===== src/rtl/seg7_digit_sequencer.sv =====
// Single-digit seven-segment sequencer: prescaled up/down modulo counter with load,
// wrap pulse, per-tick blinking decimal point and combinational hex decode.
module seg7_digit_sequencer #(
  parameter int PRESCALE     = 1,
  parameter int MODULUS      = 10,
  parameter int COMMON_ANODE = 0
) (
  input  logic       CLK,
  input  logic       RST,
  input  logic       EN,
  input  logic       DIR,
  input  logic       LOAD,
  input  logic [3:0] LOAD_VAL,
  output logic [3:0] DIGIT,
  output logic       WRAP,
  output logic       A,
  output logic       B,
  output logic       C,
  output logic       D,
  output logic       E,
  output logic       F,
  output logic       G,
  output logic       DP
);

  localparam int         PW      = (PRESCALE > 1) ? $clog2(PRESCALE) : 1;
  localparam logic [PW-1:0] PC_LAST = PW'(PRESCALE - 1);
  localparam logic [3:0] D_LAST  = 4'(MODULUS - 1);
  localparam logic [4:0] D_MOD   = 5'(MODULUS);
  localparam logic       POL     = (COMMON_ANODE != 0);

  if (MODULUS < 2 || MODULUS > 16 || PRESCALE < 1 || PRESCALE > 65535) begin : g_bad_param
    $error("seg7_digit_sequencer: illegal PRESCALE or MODULUS");
  end

  logic [PW-1:0] pc;
  logic          dp_q;
  logic          tick;
  logic          at_top;
  logic          at_zero;
  logic [3:0]    load_digit;

  function automatic logic [6:0] seg7_decode(input logic [3:0] d);
    logic [6:0] s;
    case (d)
      4'h0: s = 7'b1111110;
      4'h1: s = 7'b0110000;
      4'h2: s = 7'b1101101;
      4'h3: s = 7'b1111001;
      4'h4: s = 7'b0110011;
      4'h5: s = 7'b1011011;
      4'h6: s = 7'b1011111;
      4'h7: s = 7'b1110000;
      4'h8: s = 7'b1111111;
      4'h9: s = 7'b1111011;
      4'hA: s = 7'b1110111;
      4'hB: s = 7'b0011111;
      4'hC: s = 7'b1001110;
      4'hD: s = 7'b0111101;
      4'hE: s = 7'b1001111;
      default: s = 7'b1000111;
    endcase
    return s;
  endfunction

  assign tick       = EN && (pc == PC_LAST);
  assign at_top     = (DIGIT == D_LAST);
  assign at_zero    = (DIGIT == 4'd0);
  // Out-of-range load values fall back to zero so DIGIT never leaves 0..MODULUS-1.
  assign load_digit = ({1'b0, LOAD_VAL} < D_MOD) ? LOAD_VAL : 4'd0;

  always_ff @(posedge CLK or negedge RST) begin
    if (!RST) begin
      pc    <= '0;
      DIGIT <= 4'd0;
      WRAP  <= 1'b0;
      dp_q  <= 1'b0;
    end else if (LOAD) begin
      pc    <= '0;
      DIGIT <= load_digit;
      WRAP  <= 1'b0;
    end else begin
      WRAP <= 1'b0;
      if (tick) begin
        pc   <= '0;
        dp_q <= ~dp_q;
        if (!DIR) begin
          DIGIT <= at_top ? 4'd0 : DIGIT + 4'd1;
          WRAP  <= at_top;
        end else begin
          DIGIT <= at_zero ? D_LAST : DIGIT - 4'd1;
          WRAP  <= at_zero;
        end
      end else if (EN) begin
        pc <= pc + 1'b1;
      end
    end
  end

  // Decode straight off the DIGIT register; polarity folded in last.
  assign {A, B, C, D, E, F, G} = seg7_decode(DIGIT) ^ {7{POL}};
  assign DP = dp_q ^ POL;

endmodule


===== config.mk =====
export PLATFORM = sky130hd
export DESIGN_NAME = seg7_digit_sequencer
export DESIGN_NICKNAME = d
export VERILOG_FILES = /design/src/rtl/seg7_digit_sequencer.sv
export SDC_FILE = /design/constraint.sdc
export NUM_CORES = 1
export LEC_CHECK = 0
export BUFFER_PORTS_ARGS = -buffer_cell sky130_fd_sc_hd__buf_2
export CELL_PAD_IN_SITES_DETAIL_PLACEMENT = 1
export CELL_PAD_IN_SITES_GLOBAL_PLACEMENT = 1
export CORE_AREA = 8 8 55 57
export CTS_CLUSTER_SIZE = 16
export DETAILED_ROUTE_END_ITERATION = 10
export DIE_AREA = 0 0 63 65
export PLACE_DENSITY_LB_ADDON = 0.15
export REMOVE_ABC_BUFFERS = 1
export SYNTH_ARGS = -nofsm -noshare
export SYNTH_HDL_FRONTEND = slang
export SYNTH_SLANG_ARGS = --single-unit

===== constraint.sdc =====
create_clock -name CLK -period 2.05 [get_ports CLK]
set_input_delay 0.615 -clock CLK [delete_from_list [all_inputs] [get_ports CLK]]
set_output_delay 0.615 -clock CLK [all_outputs]
set_load 0.03 [all_outputs]

==> results.toml, run 1 <==
[status]
run_status = "finished with violations"
violations = "setup timing"

[floorplanning]
die_h_um = 65
die_area_um2 = 4095
core_um2 = 2148
io_pins = 22
rows = 17
fp.dieW_um = 63
start_util_pct = 34.48

[cells_and_area]
num_antenna_cells = 0
seq_area_um2 = 178.9
finalNetCount = 154
multi_input_comb_area_um2 = 623.1
drive_gt1_share_pct = 50.37
fillerInstances = 257
area_growth_pct = 61.99
fin_area_um2 = 1200
finish.utilization_pct = 55.85

[clock_tree]
path_clk_slew_ps = 50
ctsHoldBuffers = 0
cts_buffers = 3
clock-sinks = 7
cts_root_buf = "clkbuf_4"
clock_path_buffers = 2
h-tree-depth = 1
cts_tree = "yes"
clk_latency_ps = 250

[place]
placed_area_um2 = 948.4
hpwl_um = 1836
port_buffers = 21
gp_congestion = 0.8386

[sta]
tightest_slew_ps = 336.8
drv_slew = 0
hold_slack_ps = 180.1
fin_tns_setup_ps = -849.4
finalCritPeriodShare_pct = 107.6
worst_slack_ps = -156.5
relSlewSlack_pct = 77.54
hold_viol = 0
layout_min_cycle_time_ps = 2207
setup_viol = 7
fin_skew_ps = 3.534
rsz0062_at_grt = "yes"
max_freq_ghz = 0.4532

[global_route]
gr-total-overflow = 0
gr-usage-all-layers_pct = 13.06
grt_max_degree = 17
grt_pass1_vias = 901
grt_pass1_wl_um = 4409
antenna_found_initial = 0

[synthesis]
ys_seq_elements = 7
yosysUniqueCellTypes = 32
yosysSeqAreaShare_pct = 23.65
synth_area_um2 = 740.7
avgSynthCellArea_um2 = 7.965
postSynthCellCount = 93
synth_warnings = 0

[hold_path]
min_path_type = "in -> async"

[route]
postRouteAntennaNets = 0
drc = 0
wirelength_um = 2884
post_drt_wl_per_cell_um = 17.69
via_count = 876
dr.pass1.iters = 4
drtIter0Drc = 11
routed_via_density = 5.374

[setup_path]
path_max_fanout = 5
cp-start-kind = "flip-flop"
r2r_cells = 7
arrival_ps = 1590
critPathRequiredTime_ps = 1430
end_kind = "output pin"
reg2reg_from = "DIGIT[1]"
crit_type = "reg -> out"
r2r_end = "DIGIT[1]"
regToRegSetupSlack_ps = 120

[power_and_ir_drop]
p_per_area_nw_per_um2 = 718.8
ir_drop_mv = 0.4564
p_leak_nw = 0.5383
fin_total_pwr_mw = 0.8625

[job]
max-cap-violations = 0
[kinds of logic after synthesis]
| family | share of synthesized area [%] |
|---|---|
| AO/OA/AOI/OAI | 30.74 |
| XOR/XNOR | 1.183 |
| adder cells (fa/ha/maj) | 15.20 |
| buffers and inverters | 6.081 |
| flip-flops | 23.65 |
| multiplexers | 2.703 |
| AND/OR/NAND/NOR | 20.44 |
[cells in the mapped netlist]
cell | number | share of area (%)
a211o_2 | 1 | 1.4
a211oi_1 | 1 | 1.0
a21oi_1 | 11 | 7.4
a221o_1 | 1 | 1.4
a22o_1 | 1 | 1.2
a22oi_2 | 1 | 1.7
a2bb2oi_1 | 1 | 1.2
a31o_2 | 1 | 1.2
a31oi_1 | 4 | 3.4
and3_1 | 2 | 1.7
buf_2 | 3 | 2.0
clkbuf_1 | 2 | 1.0
clkinv_1 | 1 | 0.51
dfrtp_1 | 7 | 24
ha_1 | 9 | 15
inv_1 | 5 | 2.5
mux2i_1 | 2 | 2.7
nand2_1 | 5 | 2.5
nand2b_1 | 4 | 3.4
nand3b_1 | 2 | 2.0
nor2_1 | 4 | 2.0
nor2b_1 | 5 | 4.2
nor3_1 | 2 | 1.4
nor3b_1 | 2 | 2.0
o211ai_1 | 1 | 1.0
o21ai_0 | 8 | 5.4
o21ai_1 | 2 | 1.4
o21bai_1 | 1 | 1.0
o22a_1 | 1 | 1.2
o31ai_1 | 1 | 1.0
or3b_1 | 1 | 1.2
xor2_1 | 1 | 1.2
[state kept, by name (all words and copies together) (netlist names)]
signal and cells:
DIGIT 4, DP 1, WRAP 1, pc 1
[worst max path at each step]
stage	depth (start not counted)	to	slack, ps	start
2_1_floorplan	5	D	-360	DIGIT[0]
3_3_place_gp	6	A	40	DIGIT[0]
3_5_place_dp	7	DIGIT[2]	20	DIGIT[0]
4_1_cts	6	D	-110	DIGIT[0]
5_1_grt	6	F	-210	DIGIT[0]
6_report	6	F	-160	DIGIT[0]
[what timing repair did]
action,CTS,global route
gates resized for setup,34,7
setup buffers,6,4
pin swaps,6,4
endpoints found under the setup margin,8,7
[worst max-delay path: stages, from the launching register on]
cell	delay, ps
dfrtp_2	470
clkinv_4	130
ha_4	190
buf_4	130
nor3_2	180
a21oi_1	70
buf_4	170
[final cells by class]
cell class / instances / area share, %
inverter: 6 / 2.503
clock buffer: 4 / 2.190
sequential: 7 / 14.91
timing repair buffer: 43 / 25.55
multi-input combinational: 75 / 51.93
tap: 28 / 2.920
[per-stage QoR]
stage,worst slack [ps],std cells
CTS,-114.4,159
detailed placement,21.72,149
global placement,38.12,149
finish,-156.5,163
global route,-209.7,163
floorplan,-355.3,88
[report_power, final]
part,switching [mW],leakage (nW),internal (mW)
Combinational,0.303,0.437,0.240
Sequential,0.0344,0.0861,0.160
Clock,0.0513,0.0150,0.0743
[layer usage]
metal | track usage, % | routed length [µm] | vias to the layer above
met5 | 0 | 0 | -
met3 | 2.577 | 83 | 0
met1 | 16.22 | 1308 | 437
met2 | 23.18 | 1492 | 16
met4 | 1.709 | 0 | 0
li1 | - | - | 423
[cell usage in the layout (no fill, tap or decap), drive strengths merged, types with 4 or more instances in the layout]
cell type	Yosys	final
buf	3	43
a21oi	11	11
o21ai	10	10
ha	9	9
dfrtp	7	7
nor2b	5	5
nand2	5	5
a31oi	4	4
nor2	4	4
inv	5	4
clkbuf	2	4
nand2b	4	4
(Power assumes the default switching activity.)
==> inputs of run 2 (changes only) <==
--- a/config.mk
+++ b/config.mk
@@ -8,10 +8,10 @@
 export BUFFER_PORTS_ARGS = -buffer_cell sky130_fd_sc_hd__buf_2
 export CELL_PAD_IN_SITES_DETAIL_PLACEMENT = 1
 export CELL_PAD_IN_SITES_GLOBAL_PLACEMENT = 1
-export CORE_AREA = 8 8 55 57
+export CORE_AREA = 8 8 51 61
 export CTS_CLUSTER_SIZE = 16
 export DETAILED_ROUTE_END_ITERATION = 10
-export DIE_AREA = 0 0 63 65
+export DIE_AREA = 0 0 59 69
 export PLACE_DENSITY_LB_ADDON = 0.15
 export REMOVE_ABC_BUFFERS = 1
 export SYNTH_ARGS = -nofsm -noshare
==> results.toml, run 2 (same netlist as run 1, synthesis figures left out) <==
[place]
hpwl_um = 1842
gp_congestion = 0.7950
port_buffers = 21
dp_cells = 148
placed_area_um2 = 922.1

[setup_path]
arrival_ps = 1540
path_delay_family = "flip-flops"
crit_type = "reg -> out"
critPathRequiredTime_ps = 1430
path_max_fanout = 5
crit_path_start = "DIGIT[1]"
r2r_cells = 6
cp-start-kind = "flip-flop"
path_cells = "inv_4, ha_4, nand2b_1, a21oi_2, a21oi_1, buf_4"
end_kind = "output pin"
worst-path-buf-inv = 2
cp_slowest_cell = "dfrtp_2"
reg2reg_from = "DIGIT[1]"
cpPeakStageDelay_ps = 460
path_depth = 6

[power_and_ir_drop]
switching_power_mw = 0.3544
ir_drop_mv = 0.4748
p_leak_nw = 0.4709
switching_share_pct = 45.60
p_clk_share_pct = 16.3
p_per_area_nw_per_um2 = 727.4
fin_total_pwr_mw = 0.7772
seqPwrFrac_pct = 24.2
combPwrFrac_pct = 59.5
p_int_mw = 0.4228

[global_route]
grt_max_degree = 17
gr-total-overflow = 0
gr-usage-all-layers_pct = 12.34
grt_pass1_vias = 848
antenna_found_initial = 0
grt_pass1_wl_um = 4036

[route]
wirelength_um = 2324
postRouteAntennaNets = 0
drc = 0
via_count = 805
routed_via_density = 5.227
dr.pass1.iters = 4
post_drt_wl_per_cell_um = 15.09
drtIter0Drc = 6

[sta]
worst_slack_ps = -102.8
setup_viol = 6
hold_viol = 0
fin_skew_ps = 1.508
finalCritPeriodShare_pct = 105.0
layout_min_cycle_time_ps = 2153
relSlewSlack_pct = 79.23
hold_slack_ps = 186.4
drv_slew = 0
tightest_slew_ps = 309.7
rsz0062_at_grt = "yes"
max_freq_ghz = 0.4645
fin_tns_setup_ps = -440.9

[cells_and_area]
fillerInstances = 289
final_common_cell = "buf_4"
area_growth_pct = 44.26
finalNetCount = 142
fin_area_um2 = 1069
stdcell_count = 154
drive_gt1_share_pct = 41.46
largest_register = "DIGIT"
largest_reg_flops = 4
final_cell_mix = "buf_4, buf_2, a21oi_1, o21ai_0"
num_antenna_cells = 0

[clock_tree]
path_clk_slew_ps = 50
clock_path_buffers = 2
clock-sinks = 7
cts_root_buf = "clkbuf_4"
cts_buffers = 3
cts_tree = "yes"
h-tree-depth = 1
clk_latency_ps = 250
ctsHoldBuffers = 0

[hold_path]
min_path_type = "in -> async"

[floorplanning]
die_area_um2 = 4071
start_util_pct = 33.87
fp.dieW_um = 59
io_pins = 22
rows = 19
core_um2 = 2187
die_h_um = 69

[status]
violations = "setup timing"
run_status = "finished with violations"

[job]
max-cap-violations = 0
[run 2: cell types whose count changed in the layout (fill, tap and decap cells not counted), moves of 2 or more]
| cell | change |
|---|---|
| buf_4 | -9 |
| o21ai_0 | +2 |
| buf_6 | -3 |
| o21ai_1 | -2 |
[run 2: timing repair]
action	4_1_cts	5_1_grt
setup buffers	2	0
resized for setup	25	4
pin swaps	4	1
endpoints found under the setup margin	7	7
[run 2: layout make-up]
cell class              instances  area (µm²)  area share (%)
multi-input cells              75       591.8           55.39
clock buffers                   4       26.28           2.459
well taps                      31       38.79           3.630
inverters                       6       27.53           2.576
flip-flops and latches          7       178.9           16.74
repair buffers                 31       205.2           19.20
[run 2: power groups by stage]
| stage | registers (mW) | logic, mW | clock network, mW |
|---|---|---|---|
| 2_1_floorplan | 0.236 | 0.208 | 0 |
| 3_3_place_gp | 0.183 | 0.400 | 0 |
| 3_5_place_dp | 0.184 | 0.405 | 0 |
| 4_1_cts | 0.186 | 0.461 | 0.129 |
| 5_1_grt | 0.192 | 0.504 | 0.133 |
| 6_report | 0.188 | 0.462 | 0.127 |
[run 2: through the flow]
step	utilization, %	setup WS [ps]
after floorplan	-	-355.3
after global placement	42.16	108.5
after detailed placement	42.16	77.85
after CTS	48.11	-79.55
after global routing	48.86	-152.1
final	48.86	-102.8
[run 2: final timing paths]
| check | endpoint | slack (ps) |
|---|---|---|
| worst max-delay path | B | -100 |
| worst min-delay path | DP | 190 |
| worst max register to register | DIGIT[1] | 150 |
| worst min register to register | DP | 460 |
| max in group asynchronous | DIGIT[0] | 1690 |
| min in group CLK | DP | 460 |
[run 2: routing by layer]
metal / up-vias / track usage, % / part of all wire, %
met5: - / 0 / 0
li1: 400 / - / -
met3: 5 / 1.855 / 3.6
met1: 381 / 14.24 / 44
met2: 19 / 21.53 / 51
met4: 0 / 4.800 / 1.6
==> inputs of run 3 (changes only) <==
--- a/config.mk
+++ b/config.mk
@@ -8,10 +8,10 @@
 export BUFFER_PORTS_ARGS = -buffer_cell sky130_fd_sc_hd__buf_2
 export CELL_PAD_IN_SITES_DETAIL_PLACEMENT = 1
 export CELL_PAD_IN_SITES_GLOBAL_PLACEMENT = 1
-export CORE_AREA = 8 8 51 61
+export CORE_AREA = 4 4 47 57
 export CTS_CLUSTER_SIZE = 16
 export DETAILED_ROUTE_END_ITERATION = 10
-export DIE_AREA = 0 0 59 69
+export DIE_AREA = 0 0 51 61
 export PLACE_DENSITY_LB_ADDON = 0.15
 export REMOVE_ABC_BUFFERS = 1
 export SYNTH_ARGS = -nofsm -noshare
==> results.toml, run 3 (same netlist as run 1, synthesis figures left out) <==
[cells_and_area]
largest_register = "DIGIT"
area_growth_pct = 46.62
multi_input_comb_area_um2 = 581.8
largest_reg_flops = 4
drive_gt1_share_pct = 42.86
stdcell_count = 156
seq_area_um2 = 178.9
finalNetCount = 145
fillerInstances = 259
final_common_cell = "buf_4"
final_cell_mix = "buf_4, buf_2, a21oi_1, o21ai_0"
num_antenna_cells = 0

[route]
met1_length_um = 911
dr.pass1.iters = 2
wl_met2_um = 1292
drc = 0
drtIter0Drc = 5
route.met3.wl_um = 69
top_layer_used = "met3"
wirelength_um = 2273
post_drt_wl_per_cell_um = 14.57
routed_via_density = 5.269
via_count = 822
postRouteAntennaNets = 0

[sta]
worst_slack_ps = -128.7
finalCritPeriodShare_pct = 106.3
max_freq_ghz = 0.4590
layout_min_cycle_time_ps = 2179
rsz0062_at_grt = "yes"
relSlewSlack_pct = 78.79
fin_tns_setup_ps = -523.7
drv_slew = 0
tightest_slew_ps = 318.1
setup_viol = 6
fin_skew_ps = 1.890
hold_viol = 0

[hold_path]
min_path_type = "in -> async"

[global_route]
grt_max_degree = 17
antenna_found_initial = 0
gr-total-overflow = 0
grt_pass1_vias = 891
gr-usage-all-layers_pct = 16.13
grt_pass1_wl_um = 3898

[power_and_ir_drop]
fin_total_pwr_mw = 0.7824
ir_drop_mv = 0.5615
p_leak_nw = 0.4852
p_per_area_nw_per_um2 = 720.4

[status]
violations = "setup timing"
run_status = "finished with violations"

[job]
max-cap-violations = 0

[clock_tree]
clock-sinks = 7
path_clk_slew_ps = 50
cts_buffers = 3
cts_tree = "yes"
clock_path_buffers = 2
clk_latency_ps = 240
cts_root_buf = "clkbuf_4"
h-tree-depth = 1

[floorplanning]
start_util_pct = 35.36
core_um2 = 2095
io_pins = 22
fp.dieW_um = 51
die_h_um = 61
die_area_um2 = 3111
rows = 18

[place]
gp_congestion = 0.7361
dp_cells = 147
port_buffers = 21
dp_slack_ps = -41.40
hpwl_um = 1679

[setup_path]
path_delay_family = "flip-flops"
end_kind = "output pin"
reg2reg_from = "DIGIT[0]"
cp_slowest_cell = "dfrtp_2"
r2r_cells = 6
path_max_fanout = 6
cp-start-kind = "flip-flop"
cpPeakStageDelay_ps = 440
worst-path-buf-inv = 2
path_cells = "clkinv_4, ha_2, nand2b_4, a21oi_2, a21oi_1, buf_4"
arrival_ps = 1560
critPathRequiredTime_ps = 1430
crit_type = "reg -> out"
crit_path_start = "DIGIT[1]"
regToRegSetupSlack_ps = 250
r2r_end = "DIGIT[1]"
run 3: through the flow:
| stage | util (%) | hold WS [ps] | instance area [µm²] |
|---|---|---|---|
| finish | 51.85 | 193.2 | 1086 |
| CTS | 49.28 | 188.8 | 1032 |
| global placement | 43.97 | 451.5 | 920.9 |
| floorplan | - | 319.4 | 718.2 |
| global route | 51.85 | 182.8 | 1086 |
| detailed placement | 43.97 | 454.4 | 920.9 |
run 3: worst max path at each step:
stage                     endpoint  slack (ps)  depth (start not counted)
after floorplan                  D        -360                          5
after global placement           B           6                          6
after detailed placement         B         -40                          6
after CTS                        B        -110                          6
after global routing             A        -260                          6
final                            B        -130                          6
run 3: power breakdown:
group | internal, mW | switching [mW]
sequential | 0.160 | 0.0325
combinational | 0.199 | 0.272
clock | 0.0739 | 0.0456
run 3: area by class of cell:
class / instances / area share, %
inverter: 6 / 2.765
multi-input combinational: 75 / 53.57
tap: 30 / 3.456
sequential: 7 / 16.47
timing repair buffer: 34 / 21.31
clock buffer: 4 / 2.419
run 3: timing repair:
action | CTS | global route
resized for setup | 21 | 10
setup buffers | 4 | 1
setup endpoints to repair | 7 | 7
hold buffers | 0 | 0
pin swaps | 2 | 1
run 3: per-layer routing:
metal / up-vias / global-route usage (%)
li1: 402 / -
met1: 405 / 18.21
met2: 15 / 32.23
met3: 0 / 1.720
met4: 0 / 3.462
met5: - / 0
